[src/rtl/score_uart_tx.sv]
// Reports a 32-bit score as decimal ASCII followed by CR LF over an 8N1 UART.
// Binary-to-BCD uses a 32-step double-dabble; leading zeros are dropped before sending.

module score_uart_tx_dab (
  input  logic [3:0] d,
  output logic [3:0] q
);
  assign q = (d >= 4'd5) ? d + 4'd3 : d;
endmodule

module score_uart_tx #(
  parameter int CLK_HZ = 250000000,
  parameter int BAUD   = 115200
) (
  input  logic        clk,
  input  logic        rst_n,
  input  logic [31:0] score,
  input  logic        start,
  output logic        busy,
  output logic        done,
  output logic        tx
);
  localparam int CPB  = CLK_HZ / BAUD;
  localparam int CW   = (CPB > 1) ? $clog2(CPB) : 1;
  localparam int NDIG = 10;

  typedef enum logic [2:0] {IDLE, CONVERT, SELECT, START_BIT, DATA, STOP_BIT} state_t;

  state_t                      state;
  logic [31:0]                 bin;
  logic [NDIG-1:0][3:0]        bcd;
  logic [NDIG-1:0][3:0]        bcd_adj;
  logic [4*NDIG-1:0]           bcd_flat;
  logic [4:0]                  step;
  logic [CW-1:0]               cnt;
  logic [2:0]                  bitn;
  logic [3:0]                  bidx;
  logic [3:0]                  ndig;
  logic [3:0]                  nd_sel;
  logic [7:0]                  sh;
  logic                        fin;
  logic                        bit_end;

  // One +3 corrector per BCD digit, all applied before the shared shift.
  for (genvar g = 0; g < NDIG; g++) begin : g_dab
    score_uart_tx_dab u_dab (.d(bcd[g]), .q(bcd_adj[g]));
  end

  assign bcd_flat = bcd_adj;
  assign bit_end  = (cnt == CW'(CPB - 1));

  // Number of significant digits; a zero value still prints one digit.
  always_comb begin
    nd_sel = 4'd1;
    for (int i = 0; i < NDIG; i++)
      if (bcd[i] != 4'd0) nd_sel = 4'(i + 1);
  end

  function automatic logic [7:0] byte_at(input logic [3:0] k, input logic [3:0] nd,
                                         input logic [NDIG-1:0][3:0] d);
    logic [3:0] i;
    logic [7:0] b;
    i = 4'd0;
    b = 8'h0A;
    if (k < nd) begin
      i = nd - k - 4'd1;
      b = 8'h30 + {4'h0, d[i]};
    end else if (k == nd) begin
      b = 8'h0D;
    end
    return b;
  endfunction

  // tx/done/busy are registered off the current state, so the line lags the
  // state by one clock; accepting only with busy low keeps start ignored
  // until the done pulse has actually appeared.
  always_ff @(posedge clk or negedge rst_n) begin
    if (!rst_n) begin
      state <= IDLE;
      bin   <= '0;
      bcd   <= '0;
      step  <= '0;
      cnt   <= '0;
      bitn  <= '0;
      bidx  <= '0;
      ndig  <= '0;
      sh    <= '0;
      fin   <= 1'b0;
      busy  <= 1'b0;
      done  <= 1'b0;
      tx    <= 1'b1;
    end else begin
      fin  <= 1'b0;
      done <= fin;
      if (fin) busy <= 1'b0;

      case (state)
        START_BIT: tx <= 1'b0;
        DATA:      tx <= sh[0];
        default:   tx <= 1'b1;
      endcase

      case (state)
        IDLE: begin
          if (start && !busy) begin
            bin   <= score;
            bcd   <= '0;
            step  <= '0;
            busy  <= 1'b1;
            state <= CONVERT;
          end
        end
        CONVERT: begin
          bcd  <= {bcd_flat[4*NDIG-2:0], bin[31]};
          bin  <= {bin[30:0], 1'b0};
          step <= step + 5'd1;
          if (step == 5'd31) state <= SELECT;
        end
        SELECT: begin
          ndig  <= nd_sel;
          bidx  <= '0;
          sh    <= byte_at(4'd0, nd_sel, bcd);
          cnt   <= '0;
          state <= START_BIT;
        end
        START_BIT: begin
          if (bit_end) begin
            cnt   <= '0;
            bitn  <= '0;
            state <= DATA;
          end else begin
            cnt <= cnt + CW'(1);
          end
        end
        DATA: begin
          if (bit_end) begin
            cnt  <= '0;
            sh   <= {1'b0, sh[7:1]};
            bitn <= bitn + 3'd1;
            if (bitn == 3'd7) state <= STOP_BIT;
          end else begin
            cnt <= cnt + CW'(1);
          end
        end
        STOP_BIT: begin
          if (bit_end) begin
            cnt <= '0;
            if (bidx == ndig + 4'd1) begin
              bidx  <= '0;
              fin   <= 1'b1;
              state <= IDLE;
            end else begin
              bidx  <= bidx + 4'd1;
              sh    <= byte_at(bidx + 4'd1, ndig, bcd);
              state <= START_BIT;
            end
          end else begin
            cnt <= cnt + CW'(1);
          end
        end
        default: state <= IDLE;
      endcase
    end
  end
endmodule

[config.mk]
export PLATFORM = sky130hd
export DESIGN_NAME = score_uart_tx
export DESIGN_NICKNAME = d
export VERILOG_FILES = /design/src/rtl/score_uart_tx.sv
export SDC_FILE = /design/constraint.sdc
export NUM_CORES = 1
export LEC_CHECK = 0
export ABC_AREA = 1
export BUFFER_PORTS_ARGS = -buffer_cell sky130_fd_sc_hd__clkbuf_2
export CORE_MARGIN = 3
export CORE_UTILIZATION = 60
export CTS_CLUSTER_SIZE = 24
export DETAILED_ROUTE_END_ITERATION = 16
export PLACE_DENSITY = 0.84
export SLEW_MARGIN = 15
export SYNTH_ARGS = -nofsm -noshare
export SYNTH_HDL_FRONTEND = slang
export SYNTH_SLANG_ARGS = --single-unit
[constraint.sdc]
create_clock -name clk -period 4.8 [get_ports clk]
set_clock_uncertainty 0.2 [all_clocks]
set_input_delay 0.24 -clock clk [delete_from_list [all_inputs] [get_ports clk]]
set_output_delay 0.24 -clock clk [all_outputs]
set_load 0.03 [all_outputs]
==> metrics <==
unrepaired setup endpoints after global routing=no; GRT Residual Overflow=0; Syn. warnings=0; Worst slew margin=0.386; residual DRC count=0; Detailed Routing Iterations Pass 1=6; Sw Share=0.197; Max FO, Critical Path=26; register area share after synthesis=0.407; Placer Congestion=0.951; placed inst area=7220 um2; routed len/inst=16.0 um; CTS sink cnt=113; nature of the critical path endpoint=register; largest net degree at the start of global routing=76; Syn-to-layout area delta=16.9%; Setup CP Type=register to register; DP HPWL=11.2 mm; post-CTS sizing=0; clock tree buffer depth=2; number of DRC markers in iteration 0=706; DIE HEIGHT=114 um; Clk pin slew, worst setup/hold paths=50 ps; HP Class=primary input to register; Reg power frac=0.420; hold buffers post-CTS=33; DIE AREA=12,900 um2; Total Wirelength=17.7 mm; first-pass GRT wire length=29.7 mm; MaxCap Viol Count=0; Fin Setup TNS=0 ps; status=finished, final reports clean; Distinct cells, synth=51; r2r startpoint=bcd[4]; DR vias=6,560; Worst VDD drop=0.290 mV; # rows=38; Post-synth EDFFs=0; total leakage power=0.00387 uW; initial antenna violation count=0; logic gate share of total power=0.025; ratio of final minimum period to clock period=0.738; Clock Power Share=0.555; Finish-stage setup viols=0; layout cells sized above 1=0.125; via/cell ratio=5.94; busiest layer in global routing=met2; Worst Setup Start Kind=register; width of the die=114 um; M2 GR Usage=0.461; R2R cell count=22; fin. max-slew vios=0; layout net count=1,029; top_reg_cell synth=dfrtp_1; number of global-route vias before repair=6,297; Cells after Synth=890; diode count=0; Root Driver=clkbuf_16; Power Density=279 nW/um2; Worst Hold Path EP=busy; Hold Fails Final Rpt=0; htree depth=4; CTS tree=done; Port Buffers=37; Period minus WS final=3540 ps; post-synthesis area per instance=7.82 um2; Hold Path Stages=4; total track usage=0.286; Net Sw Power=448 uW; Critical Path Start=bcd[4]; hold_sp=start; syn_nets=963; Internal Power=1820 uW; Async S/R FF share, synth=1.00; reg2reg end=sh[3]; clk_lat worst skew=420 ps; Num CTS Buffers=17; Post CTS Setup Buffer Count=0; worst path arrival time=3690 ps; Seq cells post-synth=113; Fmax=282 MHz; met3 Use GR=0.0679; met1 Use GR=0.380; Worst-Margin Slew=922 ps; Critical Path RT=4950 ps; synthesized area=6960 um2; starting density of the core=0.628; remaining antenna violation count after routing=0; # IOs=38; Final Cell Area=8140 um2; Core ar.=11,100 um2; reg-to-reg slack, setup=1260 ps
## state kept, by name, indices dropped and copies added, names as in the netlist, 3 cells and up
signal and flops:
bcd 40, bidx 4, bin 32, bitn 3, cnt 12, ndig 4
sh 6, state 3, step 5
## placed cells by master, fill, tap and decap left out, types with 18 or more instances in the layout
master	synthesis	layout
clkbuf_2	0	36
ha_1	37	37
inv_1	95	95
o21ai_0	93	93
dfrtp_1	112	112
nand2_1	129	128
inv_2	18	18
nor2_1	105	105
dlygate4sd3_1	0	33
o22ai_1	47	47
nand3_1	68	68
a21oi_1	41	41
## per-layer routing
layer | part of all wire | wire (um)
met5 | 0 | 0
met4 | 0.026 | 465
met3 | 0.065 | 1150
met2 | 0.48 | 8520
met1 | 0.43 | 7540
## per-stage QoR
step	total power [uW]	setup slack [ps]	hold slack (ps)	std cells	utilization
6_report	2270	1260	198	1105	0.734
4_1_cts	2280	1310	182	1105	0.734
5_1_grt	2330	978	216	1105	0.734
2_1_floorplan	971	1990	-256	890	-
3_5_place_dp	1000	1330	179	1044	0.652
3_3_place_gp	1000	1430	154	1044	0.652
## worst max-delay path: stages, from the launching register on
cell and delay [ps]:
dfrtp_1 410, inv_1 120, ha_1 200, nand3_1 130, nand2_1 120, nand2_1 60, nand2_1 70, nand2_1 50
nand2_1 60, nand2_2 60, nand2_4 160, nand2_4 220, ha_1 560, clkinv_1 320, nor2_2 190, nand2_1 70
inv_2 70, nand2_1 40, nand2_1 50, inv_1 50, nand2_1 70, nand2_1 70, a21oi_2 120
## final cells by class
| class | count | area, um2 |
|---|---|---|
| multi-input cells | 634 | 3560 |
| well taps | 140 | 175 |
| flip-flops and latches | 113 | 2830 |
| inverters | 114 | 428 |
| fillers | 815 | 2940 |
| repair buffers | 76 | 563 |
| clock inverters | 6 | 108 |
| clock buffers | 22 | 474 |
## synthesized netlist by cell type (2+ instances only)
| cell type | instances | area (um2) |
|---|---|---|
| o211ai_1 | 3 | 22.5 |
| or2_2 | 2 | 12.5 |
| inv_2 | 18 | 67.6 |
| nor2_2 | 7 | 43.8 |
| o21ai_0 | 93 | 465 |
| nor3_1 | 17 | 85.1 |
| a22oi_1 | 3 | 22.5 |
| nand2_1 | 129 | 484 |
| dfrtp_1 | 112 | 2800 |
| a21oi_2 | 3 | 26.3 |
| o22ai_1 | 47 | 294 |
| nand4_1 | 3 | 18.8 |
| buf_2 | 10 | 50.1 |
| nor2_1 | 105 | 394 |
| nand2_2 | 6 | 37.5 |
| a221oi_1 | 3 | 26.3 |
| nand2_4 | 4 | 45.0 |
| xnor2_1 | 3 | 26.3 |
| o32ai_1 | 10 | 87.6 |
| nor4_1 | 3 | 18.8 |
| inv_1 | 95 | 357 |
| o221ai_1 | 2 | 17.5 |
| clkbuf_1 | 15 | 56.3 |
| o21bai_1 | 2 | 15.0 |
| nand3_1 | 68 | 340 |
| a22o_1 | 2 | 17.5 |
| nor3b_1 | 2 | 15.0 |
| a31oi_1 | 5 | 31.3 |
| o21ai_1 | 3 | 15.0 |
| ha_1 | 37 | 463 |
| buf_6 | 3 | 33.8 |
| a21oi_1 | 41 | 205 |
| xor2_1 | 16 | 140 |
## how the worst max path moves through the flow
stage | to | slack (ps) | depth (start not counted)
global placement | sh[3] | 1430 | 22
detailed placement | sh[3] | 1330 | 22
finish | sh[3] | 1260 | 22
CTS | sh[3] | 1310 | 22
floorplan | sh[3] | 1990 | 24
global route | sh[3] | 980 | 23
## power groups by stage
stage	Sequential [uW]	Clock [uW]	Combinational [uW]
global route	953	1310	62.5
CTS	954	1270	55.8
floorplan	970	0	1.10
detailed placement	970	0	34.8
global placement	970	0	34.8
finish	954	1260	56.2
## logic make-up (layout without fill, tap and decap cells)
kind of cell,count (synthesis),in the layout,synth area share
simple gates,355,355,0.229
flops,113,113,0.407
xor+xnor,20,20,0.0279
buf+inv,143,218,0.0822
fa+ha+maj,38,38,0.0694
compound gates,221,221,0.184
Power figures use the tool's default switching activity.
